`src/rtl/sensor_cond_pkg.sv`:
```
// Shared types, battery thresholds and the EMA shift clamp for the
// multi-channel sensor conditioner.
package sensor_cond_pkg;

   typedef enum logic [1:0] {
      IDLE = 2'd0,
      SEL  = 2'd1,
      UPD  = 2'd2
   } sc_state_t;

   localparam logic [11:0] LB_THRES_DEF = 12'hA98;
   localparam logic [11:0] LB_HYST_DEF  = 12'h010;

   function automatic logic [2:0] clamp_sh(input logic [2:0] sh, input logic [2:0] maxsh);
      return (sh > maxsh) ? maxsh : sh;
   endfunction

endpackage

```
`src/rtl/sensor_cond_mc_rr_arb.sv`:
```
// Round-robin picker: first requesting channel at or after ptr, wrapping
// modulo N. Purely combinational.
module rr_arb #(
   parameter int N  = 4,
   parameter int IW = (N > 1) ? $clog2(N) : 1
) (
   input  logic [N-1:0]  req,
   input  logic [IW-1:0] ptr,
   output logic [N-1:0]  gnt,
   output logic [IW-1:0] idx,
   output logic          any
);

   logic [IW:0] sum_s;
   logic [IW:0] pos_s;
   logic        hit_s;

   // scan channels in rotated order, keep the first hit
   always_comb begin
      gnt   = '0;
      idx   = '0;
      any   = 1'b0;
      sum_s = '0;
      pos_s = '0;
      hit_s = 1'b0;
      for (int k = 0; k < N; k++) begin
         sum_s = {1'b0, ptr} + (IW+1)'(k);
         pos_s = (sum_s >= (IW+1)'(N)) ? (sum_s - (IW+1)'(N)) : sum_s;
         hit_s = !any && req[pos_s[IW-1:0]];
         idx   = hit_s ? pos_s[IW-1:0] : idx;
         any   = any | hit_s;
      end
      gnt[idx] = any;
   end

endmodule

```
`src/rtl/sensor_cond_mc.sv`:
```
// Multi-channel EMA sensor conditioner with one shared, time-multiplexed
// datapath, plus low-battery-gated regulation error.
module sensor_cond_mc
   import sensor_cond_pkg::*;
#(
   parameter int          NCH      = 4,
   parameter int          DW       = 12,
   parameter int          MAXSH    = 5,
   parameter int          ERR_CH   = 0,
   parameter int          FAST_SIM = 1,
   parameter logic [DW-1:0] LB_THRES = DW'(LB_THRES_DEF),
   parameter logic [DW-1:0] LB_HYST  = DW'(LB_HYST_DEF)
) (
   input  logic              clk,
   input  logic              rst,
   input  logic [NCH*DW-1:0] raw_in,
   input  logic [NCH*3-1:0]  shift_cfg,
   input  logic [NCH-1:0]    smpl_req,
   input  logic [NCH-1:0]    seed_req,
   input  logic [NCH-1:0]    tmr_en,
   input  logic [DW-1:0]     target,
   input  logic [DW-1:0]     batt,
   input  logic              err_en,
   output logic [NCH*DW-1:0] avg_out,
   output logic [NCH-1:0]    avg_vld,
   output logic [DW:0]       error,
   output logic              low_batt,
   output logic              busy
);

   localparam int AW = DW + MAXSH;
   localparam int IW = (NCH > 1) ? $clog2(NCH) : 1;
   localparam int TW = (FAST_SIM != 0) ? 16 : 22;

   sc_state_t         state_r, state_nxt;
   logic [TW-1:0]     tmr_r;
   logic [NCH-1:0]    smpl_pend_r, seed_pend_r;
   logic [IW-1:0]     ptr_r, ch_r;
   logic [DW-1:0]     raw_r;
   logic [2:0]        sh_r;
   logic              seed_r;
   logic [AW-1:0]     acc_r [NCH];
   logic [NCH*DW-1:0] avg_out_r;
   logic [NCH-1:0]    avg_vld_r;
   logic [DW:0]       error_r;
   logic              low_batt_r;

   logic [NCH-1:0]    pend_s, gnt_s, clr_s, tmr_set_s;
   logic [IW-1:0]     idx_s;
   logic              any_s;
   logic [AW-1:0]     acc_cur_s, acc_new_s;
   logic [DW-1:0]     avg_new_s;

   assign pend_s    = smpl_pend_r | seed_pend_r;
   assign tmr_set_s = (&tmr_r) ? tmr_en : '0;

   rr_arb #(.N(NCH), .IW(IW)) u_arb (
      .req (pend_s),
      .ptr (ptr_r),
      .gnt (gnt_s),
      .idx (idx_s),
      .any (any_s)
   );

   // FSM state register
   always_ff @(posedge clk) begin
      if (rst) begin
         state_r <= IDLE;
      end else begin
         state_r <= state_nxt;
      end
   end

   // next state and pending-clear for the channel latched in SEL
   always_comb begin
      state_nxt = state_r;
      clr_s     = '0;
      case (state_r)
         IDLE: state_nxt = any_s ? SEL : IDLE;
         SEL: begin
            clr_s     = gnt_s;
            state_nxt = any_s ? UPD : IDLE;
         end
         UPD:     state_nxt = any_s ? SEL : IDLE;
         default: state_nxt = IDLE;
      endcase
   end

   // shared datapath for the channel currently in service
   always_comb begin
      acc_cur_s = acc_r[ch_r];
      if (seed_r) begin
         acc_new_s = AW'(raw_r) << sh_r;
      end else begin
         acc_new_s = acc_cur_s - (acc_cur_s >> sh_r) + AW'(raw_r);
      end
      avg_new_s = DW'(acc_new_s >> sh_r);
   end

   // sample timer, pending bits (set beats clear) and round-robin pointer
   always_ff @(posedge clk) begin
      if (rst) begin
         tmr_r       <= '0;
         smpl_pend_r <= '0;
         seed_pend_r <= '0;
         ptr_r       <= '0;
      end else begin
         tmr_r       <= tmr_r + TW'(1);
         smpl_pend_r <= (smpl_pend_r & ~clr_s) | smpl_req | tmr_set_s;
         seed_pend_r <= (seed_pend_r & ~clr_s) | seed_req;
         if (state_r == UPD) begin
            ptr_r <= (ch_r == IW'(NCH - 1)) ? '0 : ch_r + IW'(1);
         end
      end
   end

   // service latch in SEL, accumulator and average write-back in UPD
   always_ff @(posedge clk) begin
      if (rst) begin
         ch_r      <= '0;
         raw_r     <= '0;
         sh_r      <= 3'd0;
         seed_r    <= 1'b0;
         avg_out_r <= '0;
         avg_vld_r <= '0;
         for (int i = 0; i < NCH; i++) begin
            acc_r[i] <= '0;
         end
      end else begin
         avg_vld_r <= '0;
         if (state_r == SEL) begin
            ch_r   <= idx_s;
            raw_r  <= raw_in[idx_s*DW +: DW];
            sh_r   <= clamp_sh(shift_cfg[idx_s*3 +: 3], 3'(MAXSH));
            seed_r <= seed_pend_r[idx_s];
         end
         if (state_r == UPD) begin
            acc_r[ch_r]               <= acc_new_s;
            avg_out_r[ch_r*DW +: DW]  <= avg_new_s;
            avg_vld_r[ch_r]           <= 1'b1;
         end
      end
   end

   // low-battery hysteresis and gated regulation error
   always_ff @(posedge clk) begin
      if (rst) begin
         low_batt_r <= 1'b0;
         error_r    <= '0;
      end else begin
         if (batt < LB_THRES) begin
            low_batt_r <= 1'b1;
         end else if ({1'b0, batt} >= ({1'b0, LB_THRES} + {1'b0, LB_HYST})) begin
            low_batt_r <= 1'b0;
         end
         if (low_batt_r || !err_en) begin
            error_r <= '0;
         end else begin
            error_r <= {1'b0, target} - {1'b0, avg_out_r[ERR_CH*DW +: DW]};
         end
      end
   end

   assign avg_out  = avg_out_r;
   assign avg_vld  = avg_vld_r;
   assign error    = error_r;
   assign low_batt = low_batt_r;
   assign busy     = (state_r != IDLE) | (|smpl_pend_r) | (|seed_pend_r);

endmodule
```
`config.mk`:
```
export PLATFORM = sky130hd
export DESIGN_NAME = sensor_cond_mc
export DESIGN_NICKNAME = d
export VERILOG_FILES = /design/src/rtl/sensor_cond_pkg.sv /design/src/rtl/sensor_cond_mc_rr_arb.sv /design/src/rtl/sensor_cond_mc.sv
export SDC_FILE = /design/constraint.sdc
export NUM_CORES = 1
export LEC_CHECK = 0
export CORE_AREA = 2 2 154 156
export CTS_CLUSTER_SIZE = 40
export DETAILED_ROUTE_END_ITERATION = 10
export DIE_AREA = 0 0 156 158
export GPL_TIMING_DRIVEN = 0
export PLACE_DENSITY_LB_ADDON = 0.05
export SLEW_MARGIN = 30
export SYNTH_ARGS = -nofsm -noshare
export SYNTH_HDL_FRONTEND = slang
export SYNTH_SLANG_ARGS = --single-unit
```
`constraint.sdc`:
```
create_clock -name clk -period 7 [get_ports clk]
set_input_delay 0.7 -clock clk [delete_from_list [all_inputs] [get_ports clk]]
set_output_delay 0.7 -clock clk [all_outputs]
set_load 0.005 [all_outputs]
```
==> results of run 1 <==
## worst max-delay path, delay by kind of cell (launching register included)
kind	cells	cell delay (ns)
AOI/OAI and AO/OA	7	2.13
xor gates and xnor gates	1	0.20
adders and majority gates	2	0.78
buffers and inverters	6	1.60
DFF	1	0.46
muxes	3	1.18
and+or+nand+nor	2	0.22
## where the power goes
part           switching (mW)  internal, mW
clock network           0.475         0.511
logic                    1.49         0.789
registers              0.0427          1.15
## flip-flops by register name, summed over array words and instances (netlist names), 2 cells and up, named ones only
| signal | cells |
|---|---|
| tmr_r | 16 |
| avg_out | 48 |
| raw_r | 12 |
| avg_vld | 4 |
| ch_r | 2 |
| sh_r | 3 |
| acc_r | 68 |
| error | 13 |
| seed_pend_r | 4 |
| state_r | 2 |
| smpl_pend_r | 4 |
| ptr_r | 2 |
## layout make-up
type | instances | area [µm²] | share of cell area [%]
Tap cell | 290 | 362.8 | 2.580
Inverter | 77 | 289.0 | 2.055
Timing Repair Buffer | 164 | 1637 | 11.64
Clock inverter | 13 | 150.1 | 1.068
Buffer | 80 | 335.3 | 2.385
Sequential cell | 182 | 4324 | 30.75
Clock buffer | 19 | 464.2 | 3.301
Multi-Input combinational cell | 955 | 6500 | 46.22
## layout by cell type, fill, tap and decap left out, types with 13 or more instances in the layout
master           instances
o21ai_0                 49
fa_1                    13
nand2_1                157
a311oi_1                15
nor3_1                  21
dfxtp_1                114
and2_1                  24
clkdlybuf4s50_1        161
inv_1                   75
edfxtp_1                68
nor2b_1                 13
nand3_1                 16
mux2i_1                 39
ha_1                    42
a221oi_1                13
clkbuf_16               18
xor2_1                  14
mux4_2                  27
nand2b_1                22
a31oi_1                 16
a21oi_1                 70
a22oi_1                 18
a211oi_1                23
nor2_1                 190
clkbuf_1                53
## worst max path at each step
stage                          from                        to  slack (ns)  cells after the start
2_1_floorplan  sh_r[0]$_SDFFE_PP0P_  avg_out[15]$_SDFFE_PP0P_        1.58                     22
3_3_place_gp   sh_r[0]$_SDFFE_PP0P_  avg_out[31]$_SDFFE_PP0P_       -0.88                     21
3_5_place_dp   sh_r[0]$_SDFFE_PP0P_  avg_out[15]$_SDFFE_PP0P_       -0.19                     22
4_1_cts        sh_r[2]$_SDFFE_PP0P_  avg_out[18]$_SDFFE_PP0P_        0.07                     18
5_1_grt        sh_r[0]$_SDFFE_PP0P_  avg_out[18]$_SDFFE_PP0P_        0.06                     21
6_report       sh_r[0]$_SDFFE_PP0P_  avg_out[18]$_SDFFE_PP0P_        0.36                     21
## layer usage
metal | track usage, % | vias to the layer above | share of wire (%)
li1 | - | 5021 | -
met1 | 38.54 | 5087 | 41
met2 | 51.39 | 438 | 47
met3 | 5.995 | 106 | 6.8
met4 | 13.89 | 0 | 4.7
met5 | 0 | - | 0
## repair_timing
action / in CTS / in global routing
gates resized for setup: 2 / 15
pin swaps: 0 / 1
setup buffers: 0 / 2
setup endpoints to repair: 11 / 33
## logic make-up after synthesis
family	share of synthesized area [%]
simple gates	19.32
mux	9.645
flops	37.97
buf+inv	5.372
xor+xnor	1.769
compound gates	19.03
fa+ha+maj	6.899
==> results.cfg, run 1 <==
[die]
die_h_um = 158
die_w_um = 156
dieArea_um2 = 24650
row_count = 56
initial_core_util_pct = 49.41
boundaryPins = 166
core_area_um2 = 23050

[grt]
antenna_found_initial = 0
overflow = 0
grt_start_max_net_pins = 20
grt_first_pass_wirelength_mm = 57.84
grt_pass1_vias = 10390
grt_usage_pct = 30.68

[clock_tree]
insertion_delay_ns = 0.45
h-tree-depth = 4
clock_sinks = 182
clock_path_buffers = 2
cts-hold-fix-buffers = 0
cts_tree = done
cts_root_buf = clkbuf_16
numCtsBuffers = 17
clk_pin_slew_worst_paths_ns = 0.08

[synthesis]
syn_inst = 1294
synth_enable_flop_cells = 68
synth_seq_area_share_pct = 37.97
synth_area_um2 = 11390
synthArstFlopShare_pct = 0
yosysMostFrequentCell = nor2_1
synth_area_leader_cell = dfxtp_1
yosysWarningCount = 0
synthFlopType = dfxtp_1
yosys-top-cells-count = nor2_1, nand2_1, dfxtp_1
yosysUniqueCellTypes = 80
yosys-top-cells-area = dfxtp_1, edfxtp_1, nor2_1
synth_top_cell_area_share_pct = 20.04
avgSynthCellArea_um2 = 8.802
syn_nets = 1448
ys_ff_latch = 182

[flow_run]
drv_cap = 0

[sta]
fin_setup_tns_ns = 0
min_period_ns = 6.643
rsz0062_at_grt = no
fin_crit_sh_pct = 94.90
setup_slack_ns = 0.3568
slew_viol_final = 0
setup_violations = 0
whs_ns = 0.4465
clock_skew_ns = 0.02780
fmaxAchievable_mhz = 150.5
tightest_slew_ns = 0.9344
hold_violations = 0
slew-limit-headroom_pct = 37.43

[power]
p_per_area_nw_per_um2 = 316.7
p_leak_nw = 5.306
ir_drop_uv = 220.5
total_power_mw = 4.453

[critical_path]
reg2reg_to = avg_out[18]$_SDFFE_PP0P_
r2r_start = sh_r[0]$_SDFFE_PP0P_
cp_slowest_cell = mux4_2
r2r_cells = 21
worstPathCellList = buf_4 -> buf_2 -> clkbuf_2 -> clkbuf_1 -> clkbuf_4 -> mux2i_1 -> nand2_1 -> nand2_1 -> a21boi_0 -> fa_1 -> inv_1 -> ha_1 -> a211oi_2 -> o211ai_1 -> a21oi_1 -> xnor2_1 -> a21oi_1 -> mux4_2 -> a32oi_2 -> mux2_2 -> a22o_1
max_stage_delay_ns = 0.59
worstSetupStartpointType = flip-flop
ff2ff_setup_slack_ns = 0.36
worstPathMaxFanout = 10
critPathKind = reg2reg
arrival_ns = 7.04
end_kind = flip-flop
crit_required_ns = 7.39

[layout]
layout-drive-gt1-share_pct = 7.584
layout.cells.non_filler = 1780
final_util_pct = 61.00
fillCellCount = 2089
syn_to_final_growth_pct = 23.46
antennaDiodeCount = 0
nets = 1631
fin_area_um2 = 14060

[route]
final_antenna_net_count = 0
num_vias = 10650
routedWlPerCell_um = 20.97
drcViolationCount = 0
wirelength_mm = 37.32
via_per_inst = 5.984
drt_first_pass_iters = 5
drt_iter0_drc = 1011

[placed_design]
dpl_cell_area_um2 = 13390
io_buffers = 161
dp_slack_ns = -0.1929
dp_cells = 1746
gp_congestion = 0.9450
place_hpwl_mm = 28.78

[min_path]
min_from = tmr_r[0]$_SDFF_PP0_
hold_path_class = reg2reg
whs_path_depth = 1
whs_endpoint = tmr_r[0]$_SDFF_PP0_

[outcome]
status = completed
Note: power is estimated with default switching activity, not from simulation.
==> inputs of run 2 (changes only) <==
--- a/config.mk
+++ b/config.mk
@@ -6,9 +6,11 @@
 export NUM_CORES = 1
 export LEC_CHECK = 0
 export CORE_AREA = 2 2 154 156
+export CTS_CLUSTER_DIAMETER = 40
 export CTS_CLUSTER_SIZE = 40
 export DETAILED_ROUTE_END_ITERATION = 10
 export DIE_AREA = 0 0 156 158
+export GPL_ROUTABILITY_DRIVEN = 0
 export GPL_TIMING_DRIVEN = 0
 export PLACE_DENSITY_LB_ADDON = 0.05
 export SLEW_MARGIN = 30
==> run 2 against run 1 <==
  * Sequential power about the same
  * Via count increased by 1.2%
  * Utilization decreased by 0.23 points
  * Clock skew decreased by 0.0081 ns
  * Flip-flop and latch count unchanged
  * Worst setup slack got worse by 0.34 ns
  * Cell area decreased by 0.38%
  * Routed wire length decreased by 0.28%
  * Combinational power about the same
  * First-iteration DRC count decreased by 0.99%
  * Largest cell class unchanged
==> results.cfg, run 2 (synthesis gave the netlist of run 1 again) <==
[outcome]
status = completed

[sta]
fin_crit_sh_pct = 99.72
slew_viol_final = 0
slew-limit-headroom_pct = 37.58
hold_violations = 0
min_period_ns = 6.980
fin_setup_tns_ns = 0
fmaxAchievable_mhz = 143.3
clock_skew_ns = 0.01971
setup_violations = 0
tightest_slew_ns = 0.9363

[layout]
fin_area_um2 = 14010
regMostFlops = acc_r
antennaDiodeCount = 0
nets = 1629
syn_to_final_growth_pct = 22.99
final_cell_mix = nor2_1, clkdlybuf4s50_1, nand2_1
largest_register_ffs = 68
layout-drive-gt1-share_pct = 7.392
fillCellCount = 2075
final_common_cell = nor2_1

[critical_path]
worstPathMaxFanout = 10
crit_end = avg_out[15]$_SDFFE_PP0P_
end_kind = flip-flop
critPathKind = reg2reg
worstPathBufferInverterCount = 7
r2r_start = sh_r[2]$_SDFFE_PP0P_
worstSetupStartpointType = flip-flop
ff2ff_setup_slack_ns = 0.02
critPathMostFrequentCell = buf_1
path_delay_family = compound AO/OA/AOI/OAI gates
arrival_ns = 7.37
r2r_cells = 19
startpoint = sh_r[2]$_SDFFE_PP0P_
crit_required_ns = 7.39
max_stage_delay_ns = 0.61
worstPathCellList = buf_1 -> buf_1 -> clkbuf_2 -> buf_2 -> buf_1 -> mux2i_1 -> fa_1 -> inv_1 -> ha_1 -> a21oi_1 -> o211ai_1 -> a21o_1 -> a221o_1 -> and2_0 -> o32ai_1 -> a222oi_1 -> buf_2 -> mux2i_1 -> a22o_1
cp_slowest_cell = o32ai_1
cp.depth = 19
reg2reg_to = avg_out[15]$_SDFFE_PP0P_

[route]
drcViolationCount = 0
final_antenna_net_count = 0
via_per_inst = 6.061
drt_first_pass_iters = 6
wirelength_mm = 37.21
drt_iter0_drc = 1001
num_vias = 10780
routedWlPerCell_um = 20.93

[grt]
overflow = 0
antenna_found_initial = 0
grt_start_max_net_pins = 20
grt_pass1_vias = 10430
grt_usage_pct = 30.33
grt_first_pass_wirelength_mm = 57.43

[placed_design]
io_buffers = 161
place_hpwl_mm = 28.74
dpl_cell_area_um2 = 13380

[power]
seqPwrFrac_pct = 27.0
total_power_mw = 4.405
p_per_area_nw_per_um2 = 314.5
clkPwrFrac_pct = 21.3
intPower_mw = 2.407
swShare_pct = 45.35
ir_drop_uv = 179.8
p_sw_mw = 1.998
p_leak_nw = 5.281
combinationalPowerShare_pct = 51.6

[clock_tree]
h-tree-depth = 4
cts_tree = done
clk_pin_slew_worst_paths_ns = 0.08
cts_root_buf = clkbuf_16
cts-hold-fix-buffers = 0
insertion_delay_ns = 0.44
clock_sinks = 182
numCtsBuffers = 17
clock_path_buffers = 2

[die]
core_area_um2 = 23050
die_w_um = 156
initial_core_util_pct = 49.41
dieArea_um2 = 24650
boundaryPins = 166
row_count = 56
die_h_um = 158

[flow_run]
drv_cap = 0

[min_path]
hold_path_class = reg2reg
==> run 2: timing repair <==
| item | in CTS | in global routing |
|---|---|---|
| pin swaps | 0 | 1 |
| setup buffers | 0 | 1 |
| resized for setup | 3 | 15 |
| setup endpoints to repair | 9 | 35 |
==> run 2: layout make-up <==
type,count,area (µm²),share of cell area (%)
Multi-Input combinational cell,955,6509,46.46
Sequential cell,182,4324,30.87
Timing Repair Buffer,163,1624,11.59
Clock buffer,17,425.4,3.037
Tap cell,290,362.8,2.590
Buffer,79,327.8,2.340
Inverter,77,289.0,2.063
Clock inverter,15,146.4,1.045
==> run 2: layer usage <==
layer,vias to the layer above,share of wire (%),global-route usage [%]
met4,0,3.8,12.54
li1,5028,-,-
met3,87,7.5,6.652
met5,-,0,0
met1,5160,41,37.99
met2,502,48,50.99
==> run 2: worst reg2reg max path: stages (launching register included) <==
cell	delay, ns
dfxtp_1	0.41
buf_1	0.37
buf_1	0.43
clkbuf_2	0.37
buf_2	0.34
buf_1	0.46
mux2i_1	0.44
fa_1	0.48
inv_1	0.06
ha_1	0.30
a21oi_1	0.41
o211ai_1	0.32
a21o_1	0.27
a221o_1	0.50
and2_0	0.23
o32ai_1	0.61
a222oi_1	0.30
buf_2	0.25
mux2i_1	0.20
a22o_1	0.18
==> run 2: worst min path at each step <==
stage	cells after the start	endpoint	slack (ns)	start
detailed placement	1	tmr_r[0]$_SDFF_PP0_	0.44	tmr_r[0]$_SDFF_PP0_
finish	1	tmr_r[0]$_SDFF_PP0_	0.45	tmr_r[0]$_SDFF_PP0_
global placement	1	tmr_r[0]$_SDFF_PP0_	0.43	tmr_r[0]$_SDFF_PP0_
global route	2	avg_out[14]$_SDFFE_PP0P_	0.47	avg_out[14]$_SDFFE_PP0P_
CTS	1	tmr_r[0]$_SDFF_PP0_	0.45	tmr_r[0]$_SDFF_PP0_
floorplan	1	tmr_r[0]$_SDFF_PP0_	0.41	tmr_r[0]$_SDFF_PP0_
==> run 2: power groups by stage <==
| stage | sequential (mW) | clock (mW) | combinational [mW] |
|---|---|---|---|
| 2_1_floorplan | 1.20 | 0 | 1.42 |
| 4_1_cts | 1.19 | 0.949 | 2.17 |
| 3_3_place_gp | 1.21 | 0 | 2.12 |
| 3_5_place_dp | 1.21 | 0 | 2.15 |
| 5_1_grt | 1.20 | 0.983 | 2.42 |
| 6_report | 1.19 | 0.940 | 2.27 |
==> run 2: metrics by stage <==
stage	util [%]	hold slack, ns	instances	worst slack (ns)
after floorplan	-	0.4103	1294	1.576
after global placement	57.97	0.4274	1745	-0.5825
after detailed placement	58.06	0.4378	1746	-0.1263
after CTS	60.57	0.4532	1778	0.1546
after global routing	60.77	0.4717	1778	-0.009799
final	60.77	0.4508	1778	0.01960
